===== config.mk =====
export PLATFORM = sky130hd
export DESIGN_NAME = masku_alu_seq_flat
export DESIGN_NICKNAME = d
export VERILOG_FILES = /design/src/rtl/masku_alu_seq_pkg.sv /design/src/rtl/masku_alu_seq_if.sv /design/src/rtl/masku_seq_outreg.sv /design/src/rtl/masku_alu_seq.sv /design/src/flat_wrapper.sv
export SDC_FILE = /design/constraint.sdc
export NUM_CORES = 1
export LEC_CHECK = 0
export ABC_AREA = 1
export BUFFER_PORTS_ARGS = -buffer_cell sky130_fd_sc_hd__buf_2
export CORE_MARGIN = 2
export CORE_UTILIZATION = 35
export DETAILED_ROUTE_END_ITERATION = 12
export PLACE_DENSITY_LB_ADDON = 0.25
export SLEW_MARGIN = 5
export SYNTH_ARGS = -nofsm -noshare
export SYNTH_HDL_FRONTEND = slang
export SYNTH_SLANG_ARGS = --single-unit

===== constraint.sdc =====
create_clock -name clk_i -period 21.2 [get_ports clk_i]
set_clock_uncertainty 0.2 [all_clocks]
set_input_delay 1.06 -clock clk_i [delete_from_list [all_inputs] [get_ports clk_i]]
set_output_delay 1.06 -clock clk_i [all_outputs]
set_load 0.01 [all_outputs]

===== src/rtl/masku_alu_seq_pkg.sv =====
// Shared types and helpers for the mask-unit ALU result sequencer.
// The mask unit mirrors the ara_pkg definitions it needs here.
package masku_alu_seq_pkg;

    localparam int unsigned ELEN = 64;

    typedef enum logic [1:0] {
        EW8  = 2'd0,
        EW16 = 2'd1,
        EW32 = 2'd2,
        EW64 = 2'd3
    } vew_e;

    typedef enum logic [1:0] {
        IDLE  = 2'd0,
        RUN   = 2'd1,
        DRAIN = 2'd2,
        DONE  = 2'd3
    } masku_seq_state_e;

    // Datapath width across all lanes
    function automatic int unsigned masku_dw(int unsigned nr_lanes);
        return nr_lanes * ELEN;
    endfunction

    function automatic int unsigned idx_width(int unsigned n);
        return (n <= 1) ? 1 : $clog2(n);
    endfunction

    // Elements (and mask bits) delivered per beat for a given element width
    function automatic int unsigned beat_elems(vew_e vsew, int unsigned nr_lanes);
        return masku_dw(nr_lanes) >> (32'd3 + 32'(vsew));
    endfunction

endpackage


===== src/rtl/masku_alu_seq_if.sv =====
// Instruction, operand and write-back bundle of the mask result sequencer.
// master drives requests/operands, slave is the sequencer.
interface masku_alu_seq_if #(
    parameter int unsigned NrLanes = 4,
    parameter int unsigned VLEN    = 4096
);
    import masku_alu_seq_pkg::*;

    localparam int unsigned DW = masku_dw(NrLanes);
    localparam int unsigned VW = $clog2(VLEN) + 1;
    localparam int unsigned CW = idx_width(DW) + 1;

    logic               vinsn_valid_i;
    logic               vinsn_ready_o;
    logic [VW-1:0]      vl_i;
    vew_e               vsew_i;
    logic [NrLanes-1:0] operand_valid_i;
    logic [NrLanes-1:0] operand_ready_o;
    logic [DW-1:0]      compressed_i;
    logic [CW-1:0]      vrf_pnt_o;
    logic               result_valid_o;
    logic               result_ready_i;
    logic [DW-1:0]      result_data_o;
    logic [CW-1:0]      result_cnt_o;
    logic               result_last_o;
    logic               vinsn_done_o;

    modport master (
        output vinsn_valid_i, vl_i, vsew_i, operand_valid_i, compressed_i, result_ready_i,
        input  vinsn_ready_o, operand_ready_o, vrf_pnt_o, result_valid_o,
               result_data_o, result_cnt_o, result_last_o, vinsn_done_o
    );

    modport slave (
        input  vinsn_valid_i, vl_i, vsew_i, operand_valid_i, compressed_i, result_ready_i,
        output vinsn_ready_o, operand_ready_o, vrf_pnt_o, result_valid_o,
               result_data_o, result_cnt_o, result_last_o, vinsn_done_o
    );

endinterface


===== src/rtl/masku_seq_outreg.sv =====
// Mask-word output register: valid/ready hold with same-cycle accept and reload.
module masku_seq_outreg #(
    parameter int unsigned DW = 256,
    parameter int unsigned CW = 9
) (
    input  logic          clk,
    input  logic          rst,
    input  logic          load,
    input  logic [DW-1:0] load_data,
    input  logic [CW-1:0] load_cnt,
    input  logic          load_last,
    input  logic          ready,
    output logic          valid,
    output logic [DW-1:0] data,
    output logic [CW-1:0] cnt,
    output logic          last
);

    // A reload wins over the clear so back-to-back words stream at one per cycle
    always_ff @(posedge clk or posedge rst) begin
        if (rst) begin
            valid <= 1'b0;
            data  <= '0;
            cnt   <= '0;
            last  <= 1'b0;
        end else if (load) begin
            valid <= 1'b1;
            data  <= load_data;
            cnt   <= load_cnt;
            last  <= load_last;
        end else if (ready) begin
            valid <= 1'b0;
        end
    end

endmodule


===== src/rtl/masku_alu_seq.sv =====
// Sequences compressed ALU/FPU comparison beats into datapath-wide mask words.
// Optional stall counters are enabled with MASKU_SEQ_PERF_EN.
module masku_alu_seq
    import masku_alu_seq_pkg::*;
#(
    parameter int unsigned NrLanes = 4,
    parameter int unsigned VLEN    = 4096
) (
    input  logic              clk_i,
    input  logic              rst_i,
    masku_alu_seq_if.slave    bus
`ifdef MASKU_SEQ_PERF_EN
    ,
    output logic [31:0]       stall_operand_cnt_o,
    output logic [31:0]       stall_wb_cnt_o
`endif
);

    localparam int unsigned DW = masku_dw(NrLanes);
    localparam int unsigned VW = $clog2(VLEN) + 1;
    localparam int unsigned CW = idx_width(DW) + 1;

    masku_seq_state_e state;
    vew_e             vsew_q;
    logic [VW-1:0]    rem_q;
    logic [CW-1:0]    pnt_q;
    logic [DW-1:0]    acc_q;

    logic [CW-1:0]    beat;
    logic [CW-1:0]    take;
    logic [CW-1:0]    out_cnt;
    logic [DW-1:0]    nxt;
    logic             all_valid;
    logic             free;
    logic             fire;
    logic             last_beat;
    logic             word_full;
    logic             load;
    logic             out_valid;
    logic             out_last;

    // Beat bookkeeping: a word leaves on the final beat or when the accumulator fills
    always_comb begin
        beat      = CW'(beat_elems(vsew_q, NrLanes));
        all_valid = &bus.operand_valid_i;
        free      = !out_valid || bus.result_ready_i;
        fire      = (state == RUN) && free && all_valid;
        last_beat = rem_q <= VW'(beat);
        word_full = (pnt_q + beat) == CW'(DW);
        take      = last_beat ? CW'(rem_q) : beat;
        out_cnt   = pnt_q + take;
        nxt       = acc_q | bus.compressed_i;
        load      = fire && (last_beat || word_full);
    end

    always_ff @(posedge clk_i or posedge rst_i) begin
        if (rst_i) begin
            state  <= IDLE;
            vsew_q <= EW8;
            rem_q  <= '0;
            pnt_q  <= '0;
            acc_q  <= '0;
        end else begin
            case (state)
                IDLE: begin
                    if (bus.vinsn_valid_i) begin
                        vsew_q <= bus.vsew_i;
                        rem_q  <= bus.vl_i;
                        pnt_q  <= '0;
                        acc_q  <= '0;
                        state  <= (bus.vl_i != '0) ? RUN : DONE;
                    end
                end
                RUN: begin
                    if (fire) begin
                        rem_q <= rem_q - VW'(take);
                        if (load) begin
                            acc_q <= '0;
                            pnt_q <= '0;
                        end else begin
                            acc_q <= nxt;
                            pnt_q <= pnt_q + beat;
                        end
                        if (last_beat) state <= DRAIN;
                    end
                end
                DRAIN: begin
                    if (out_valid && bus.result_ready_i && out_last) state <= DONE;
                end
                DONE:    state <= IDLE;
                default: state <= IDLE;
            endcase
        end
    end

    masku_seq_outreg #(
        .DW (DW),
        .CW (CW)
    ) u_outreg (
        .clk       (clk_i),
        .rst       (rst_i),
        .load      (load),
        .load_data (nxt),
        .load_cnt  (out_cnt),
        .load_last (last_beat),
        .ready     (bus.result_ready_i),
        .valid     (out_valid),
        .data      (bus.result_data_o),
        .cnt       (bus.result_cnt_o),
        .last      (out_last)
    );

    assign bus.vinsn_ready_o   = (state == IDLE);
    assign bus.vinsn_done_o    = (state == DONE);
    assign bus.operand_ready_o = {NrLanes{fire}};
    assign bus.vrf_pnt_o       = pnt_q;
    assign bus.result_valid_o  = out_valid;
    assign bus.result_last_o   = out_last;

`ifdef MASKU_SEQ_PERF_EN
    logic [31:0] stall_op_q;
    logic [31:0] stall_wb_q;

    // Saturating stall counters, restarted for every accepted instruction
    always_ff @(posedge clk_i or posedge rst_i) begin
        if (rst_i) begin
            stall_op_q <= '0;
            stall_wb_q <= '0;
        end else if (state == IDLE && bus.vinsn_valid_i) begin
            stall_op_q <= '0;
            stall_wb_q <= '0;
        end else if (state == RUN) begin
            if (free && !all_valid && stall_op_q != '1) stall_op_q <= stall_op_q + 32'd1;
            if (!free && stall_wb_q != '1)              stall_wb_q <= stall_wb_q + 32'd1;
        end
    end

    assign stall_operand_cnt_o = stall_op_q;
    assign stall_wb_cnt_o      = stall_wb_q;
`endif

endmodule

===== src/flat_wrapper.sv =====
// flat-port wrapper written by rule: the top's interface ports become plain ports
module masku_alu_seq_flat import masku_alu_seq_pkg::*;
#(
    parameter int unsigned NrLanes = 4,
    parameter int unsigned VLEN    = 4096
)
  (clk_i, rst_i, bus_vinsn_valid_i, bus_vl_i, bus_vsew_i, bus_operand_valid_i, bus_compressed_i, bus_result_ready_i, bus_vinsn_ready_o, bus_operand_ready_o, bus_vrf_pnt_o, bus_result_valid_o, bus_result_data_o, bus_result_cnt_o, bus_result_last_o, bus_vinsn_done_o);
  masku_alu_seq_if #(.NrLanes(NrLanes), .VLEN(VLEN)) bus_i ();
  input  logic clk_i;
  input  logic rst_i;
  input wire logic [$bits(bus_i.vinsn_valid_i)-1:0] bus_vinsn_valid_i;
  input wire logic [$bits(bus_i.vl_i)-1:0] bus_vl_i;
  input wire logic [$bits(bus_i.vsew_i)-1:0] bus_vsew_i;
  input wire logic [$bits(bus_i.operand_valid_i)-1:0] bus_operand_valid_i;
  input wire logic [$bits(bus_i.compressed_i)-1:0] bus_compressed_i;
  input wire logic [$bits(bus_i.result_ready_i)-1:0] bus_result_ready_i;
  output wire logic [$bits(bus_i.vinsn_ready_o)-1:0] bus_vinsn_ready_o;
  output wire logic [$bits(bus_i.operand_ready_o)-1:0] bus_operand_ready_o;
  output wire logic [$bits(bus_i.vrf_pnt_o)-1:0] bus_vrf_pnt_o;
  output wire logic [$bits(bus_i.result_valid_o)-1:0] bus_result_valid_o;
  output wire logic [$bits(bus_i.result_data_o)-1:0] bus_result_data_o;
  output wire logic [$bits(bus_i.result_cnt_o)-1:0] bus_result_cnt_o;
  output wire logic [$bits(bus_i.result_last_o)-1:0] bus_result_last_o;
  output wire logic [$bits(bus_i.vinsn_done_o)-1:0] bus_vinsn_done_o;
  assign bus_i.vinsn_valid_i = bus_vinsn_valid_i;
  assign bus_i.vl_i = bus_vl_i;
  assign bus_i.vsew_i = bus_vsew_i;
  assign bus_i.operand_valid_i = bus_operand_valid_i;
  assign bus_i.compressed_i = bus_compressed_i;
  assign bus_i.result_ready_i = bus_result_ready_i;
  assign bus_vinsn_ready_o = bus_i.vinsn_ready_o;
  assign bus_operand_ready_o = bus_i.operand_ready_o;
  assign bus_vrf_pnt_o = bus_i.vrf_pnt_o;
  assign bus_result_valid_o = bus_i.result_valid_o;
  assign bus_result_data_o = bus_i.result_data_o;
  assign bus_result_cnt_o = bus_i.result_cnt_o;
  assign bus_result_last_o = bus_i.result_last_o;
  assign bus_vinsn_done_o = bus_i.vinsn_done_o;
  masku_alu_seq #(.NrLanes(NrLanes), .VLEN(VLEN)) u_core (.clk_i(clk_i), .rst_i(rst_i), .bus(bus_i));
endmodule

After elaboration in Yosys (flattened, before gate mapping)
Index checks and enable logic that the tools add are counted.
Word-level totals
  bits in registers: 549
  bits of input ports: 279
  output and inout port bits: 282
  word-level logic and storage cells: 60
Operators by class
  add/sub/neg operators: 4
  magnitude comparators: 1
  equal/unequal tests: 8
  shift operators: 1
  multiplexer cells: 20
  bitwise logic cells: 1
  reduce and logical (&&, ||, !) cells: 16
Operators with widths (count)
  $mux 256: 3
  $pmux 256 s2: 1
  $or 256x256->256: 1
  $mux 9: 4
  $shr 9x32->9 const A: 1
  $mux 13: 2
  $pmux 13 s2: 1
  $add 9x9->9: 2
  $pmux 9 s2: 1
  $le 13x9->1: 1
  $reduce_bool 13->1: 1
  $sub 13x9->13: 1
  $mux 2: 5
  $eq 9x9->1 const B: 1
  $pmux 2 s4: 1
  $reduce_and 4->1: 2
  $logic_and 1x1->1: 5
  $eq 2x2->1 const B: 2
  $ne 2x1->1 const B: 2
  $ne 2x2->1 const B: 2
  $reduce_bool 2->1: 2
  $add 2x2->3 const A: 1
  $reduce_and 3->1: 1
  $eq 2x1->1 const B: 1
  5 further kinds: 7

Depth between registers and ports, before layout
  depth in word-level cells: 9
  mapped depth: 25
  mapped depth without buffers: 25

Modules after synthesis
A second synthesis with hierarchy kept.
Second synthesis, totals
  cell total of the unflattened synthesis: 3352
  area, all modules: 25769.7 µm²
By module, submodules not included
  masku_alu_seq: instances 1, cells each 2223, area each 15651.3 µm², sequential area each 7006.7 µm²
  masku_seq_outreg: instances 1, cells each 1129, area each 10118.5 µm², sequential area each 6681.4 µm²

Least setup slack after synthesis
No wires, ideal clock.
  kind: register to register
  start: register u_core.vsew_q[1]
  end: register u_core.u_outreg.cnt[7]
  library setup time: 0.113 ns
  arrival: 2.909 ns
  required time: 20.887 ns
  path slack: 17.978 ns
  cell stages (with the launch flop): 24
  path buffers: 0
  clock period less this slack: 3.222 ns
  cells stage by stage: dfrtp_1 -> inv_1 -> nor2_1 -> inv_1 -> ha_1 -> nand2_1 -> inv_1 -> nand2_1 -> nand2_1 -> nand2_1 -> nand2_1 -> nand2_1 -> clkinv_1 -> o21ai_0 -> ha_1 -> a21oi_1 -> o21bai_1 -> a21oi_1 -> nor2_1 -> nor2_1 -> xor2_1 -> nand2_1 -> nand2_1 -> inv_1
On the way
  longest elaborated chain between the ends: 6
  elaborated cells on any way between the ends: 9
  those cells by class: add/sub: 3; order compare: 1; eq/ne: 1; shift: 1; mux: 1; reduce/logical: 2
Ends and longest elaborated chain
  start, declared: line masku_alu_seq.sv:24  | vew_e vsew_q;
  start signal, assigned: line masku_alu_seq.sv:67  | vsew_q <= bus.vsew_i;
  $add 2x2->3 (*): line masku_alu_seq_pkg.sv:32  | return masku_dw(nr_lanes) >> (32'd3 + 32'(vsew));
  $shr 9x32->9 (*): line masku_alu_seq_pkg.sv:32
  parallel branches: the longest is 4 deep, another holds $le 13x9->1
  end signal, assigned: line masku_seq_outreg.sv:29  | cnt <= load_cnt;
  end, declared: line masku_seq_outreg.sv:15  | output logic [CW-1:0] cnt,
Mark *: on every way between the ends.
A chain may end at the register's enable or synchronous reset.

Worst setup path in the final report
  start: register u_core.vsew_q[1]
  end: register u_core.u_outreg.data[27]
On the way
  longest elaborated chain between the ends: 6
  elaborated cells on any way between the ends: 7
  those cells by class: add/sub: 2; order compare: 1; eq/ne: 1; shift: 1; reduce/logical: 2
Ends and longest elaborated chain
  $add 2x2->3 (*): line masku_alu_seq_pkg.sv:32
  $shr 9x32->9 (*): line masku_alu_seq_pkg.sv:32
  $add 9x9->9: line masku_alu_seq.sv:49  | word_full = (pnt_q + beat) == CW'(DW);
  $eq 9x9->1: line masku_alu_seq.sv:49
  $logic_or 1x1->1 (*): line masku_alu_seq.sv:53  | load = fire && (last_beat || word_full);
  $logic_and 1x1->1 (*): line masku_alu_seq.sv:53
  end signal, assigned: line masku_seq_outreg.sv:28  | data <= load_data;
  end, declared: line masku_seq_outreg.sv:14  | output logic [DW-1:0] data,
Every way passes the cells marked *; elsewhere a longest branch is shown, timed or not.

==> flow_summary.yaml <==
outcome:
  status: "complete, no violations"
clock_tree:
  clock_sinks: 547
  root_buffer: "clkbuf_16"
  htree_levels: 3
  cts_buffers: 66
  cts_tree: "built"
  worstSkewPairLatency_ns: 0.59
  hold_buffers: 0
  cts_resized: 0
  path_clk_slew_ns: 0.06
  cts_setup_buffers: 0
  cts_buffer_depth: 3
timing:
  max_freq_mhz: 166
  rsz0062_at_grt: "no"
  hold_violations: 0
  setup_viol: 0
  drv_slew: 0
  slew_headroom: 0.258
  fin_crit_sh: 0.283
  holdWs_ns: 0.261
  min_period_ns: 6.01
  fin_setup_tns_ns: 0
  tightest_slew_ns: 1.11
placed_design:
  dp_cells: 4739
  port_buffers: 558
  dp_hpwl_um: 48600
  gp_congestion: 0.818
setup_path:
  worst_path_most_repeated_cell: "nand2_1"
  end_kind: "register"
  worstRegToRegCells: 18
  cp.depth: 18
  path_buf_inv: 6
  cp_slowest_stage_delay_ns: 0.89
  criticalPathCategory: "register to register"
  cp_slowest_cell: "buf_4"
  cp_top_family: "buffers and inverters"
  worstSetupStartpointType: "register"
  cp_cell_sequence: "inv_1, nor2_1, inv_1, ha_1, nand2_1, inv_1, nand2_1, nand2_1, nand2_1, nand2_1, nand2_1, nand2_8, nand2_8, inv_8, buf_4, buf_4, nand2_1, nand2_1"
  critical_path_arrival_ns: 6.34
  crit_fanout: 108
  cp.required_ns: 21.53
global_route:
  gr-total-overflow: 0
  grt_max_degree: 188
  antenna_found_initial: 12
  grt_pass1_vias: 20305
  grt_pass1_wl_um: 118000
  grtUsageTotal: 0.198
power:
  power_density_mw_per_mm2: 72.7
  p_leak_nw: 19.3
  total_power_mw: 2.25
  vdd_drop_max_mv: 0.0645
synth:
  ys_ff_latch: 547
  synth_area_mm2: 0.0257
  yosysMostFrequentCell: "nand2_1"
  ys_top_cells_by_area: "dfrtp_1 (53%), nand2_1 (20%), nor2_1 (8.0%)"
  async_flop_share: 1.00
  yosysTopAreaCell: "dfrtp_1"
  syn_inst: 3380
  syn-mean-instance-area_um2: 7.59
  yosysUniqueCellTypes: 37
  synth-seq-area-share: 0.533
  synth.top_cell.area_share: 0.533
  ys_warn_count: 0
  synth_edf_count: 0
  synthTopCellsByCount: "nand2_1 (1391), dfrtp_1 (547), nor2_1 (546)"
  synthFlopType: "dfrtp_1"
worst_hold_path:
  hold_path.class: "register to register"
  min_path_cells: 2
finish:
  final_util: 0.424
  fin_nets: 4152
  drive_gt1_frac: 0.177
  multi_input_area_mm2: 0.00968
  fin_cells: 4867
  fillCellCount: 7504
  synthToLayoutAreaGrowth_pct: 20.4
  register_area_mm2: 0.0137
detailed_routing:
  ant_nets: 0
  first_pass_iters: 7
  drc_errors: 0
  viasPerCell: 4.55
  via_count: 22137
  totalWireLength_um: 76800
  drt_iter0_markers: 1567
  drt-wirelength-per-cell_um: 15.8
floorplanning:
  rows: 99
  fp.dieW_um: 275
  die-area_mm2: 0.0755
  ios: 561
  initial_core_util: 0.352
  coreArea_mm2: 0.0728
  fp.dieH_um: 275
job:
  maxCapViolCount: 0
-- tightest hold or removal path: stages (launching register included) --
cell,delay (ns)
dfrtp_1,0.34
nand2_1,0.05
nand2_1,0.04
-- worst paths after layout --
kind                                           start                        end  slack, ns
min in group asynchronous                      rst_i  u_core.u_outreg.data[226]       0.40
max in group asynchronous                      rst_i          u_core.acc_q[169]      18.13
max                                 u_core.vsew_q[1]   u_core.u_outreg.data[27]      15.19
min reg2reg                u_core.u_outreg.data[121]  u_core.u_outreg.data[121]       0.26
min                        u_core.u_outreg.data[121]  u_core.u_outreg.data[121]       0.26
max reg2reg                         u_core.vsew_q[1]   u_core.u_outreg.data[27]      15.19
-- cell type report --
class,instances,share of cell area
inverters,317,0.0392
well taps,959,0.0388
diodes,11,0.000891
flip-flops and latches,547,0.443
multi-input cells,2338,0.313
clock buffers,102,0.0634
clock inverters,15,0.00587
repair buffers,578,0.0956
-- power breakdown --
group / internal [mW] / total (mW) / switching (mW) / leakage, nW
combinational: 0.0286 / 0.0798 / 0.0511 / 10.6
sequential: 1.04 / 1.04 / 0 / 7.62
clock: 0.664 / 1.12 / 0.457 / 1.04
total: 1.74 / 2.25 / 0.508 / 19.3
-- per-stage QoR --
stage	setup WS, ns	area (µm²)
2_1_floorplan	4.65	25700
3_3_place_gp	15.30	28700
3_5_place_dp	15.20	28700
4_1_cts	15.19	30900
5_1_grt	14.56	30900
6_report	15.19	30900
-- routing by layer --
layer,track usage,vias to the layer above,share of wire
met3,0.0279,133,0.050
li1,-,11143,-
met5,0,-,0.00021
met1,0.276,10275,0.45
met2,0.313,584,0.47
met4,0.0760,2,0.035
-- registers in the layout (all words and copies together), names as in the netlist --
name,count
u_core.u_outreg.valid,1
u_core.state,2
u_core.u_outreg.cnt,9
u_core.u_outreg.data,256
u_core.acc_q,256
u_core.bus.vrf_pnt_o,7
u_core.u_outreg.last,1
u_core.rem_q,13
u_core.vsew_q,2
-- layout by cell type (no fill, tap or decap), drive strengths merged, types with 3 or more instances in the layout --
cell	instances
xor2	11
clkinv	12
conb	6
nand2	1393
a21oi	17
nand4	12
o211ai	3
nor3	6
clkbuf	102
clkinvlp	3
inv	315
nand3	283
diode	11
ha	24
xnor2	3
a22oi	10
buf	578
nor4	3
nor2	548
o21ai	10
dfrtp	547
-- kinds of logic after synthesis --
kind of cell | Yosys count | share of synthesized area
simple gates | 2247 | 0.346
fa+ha+maj | 25 | 0.0125
other cells | 2 | 0.000293
xor+xnor | 14 | 0.00507
buf+inv | 499 | 0.0918
compound gates | 46 | 0.0110
flops | 547 | 0.533
Power figures use the tool's default switching activity.
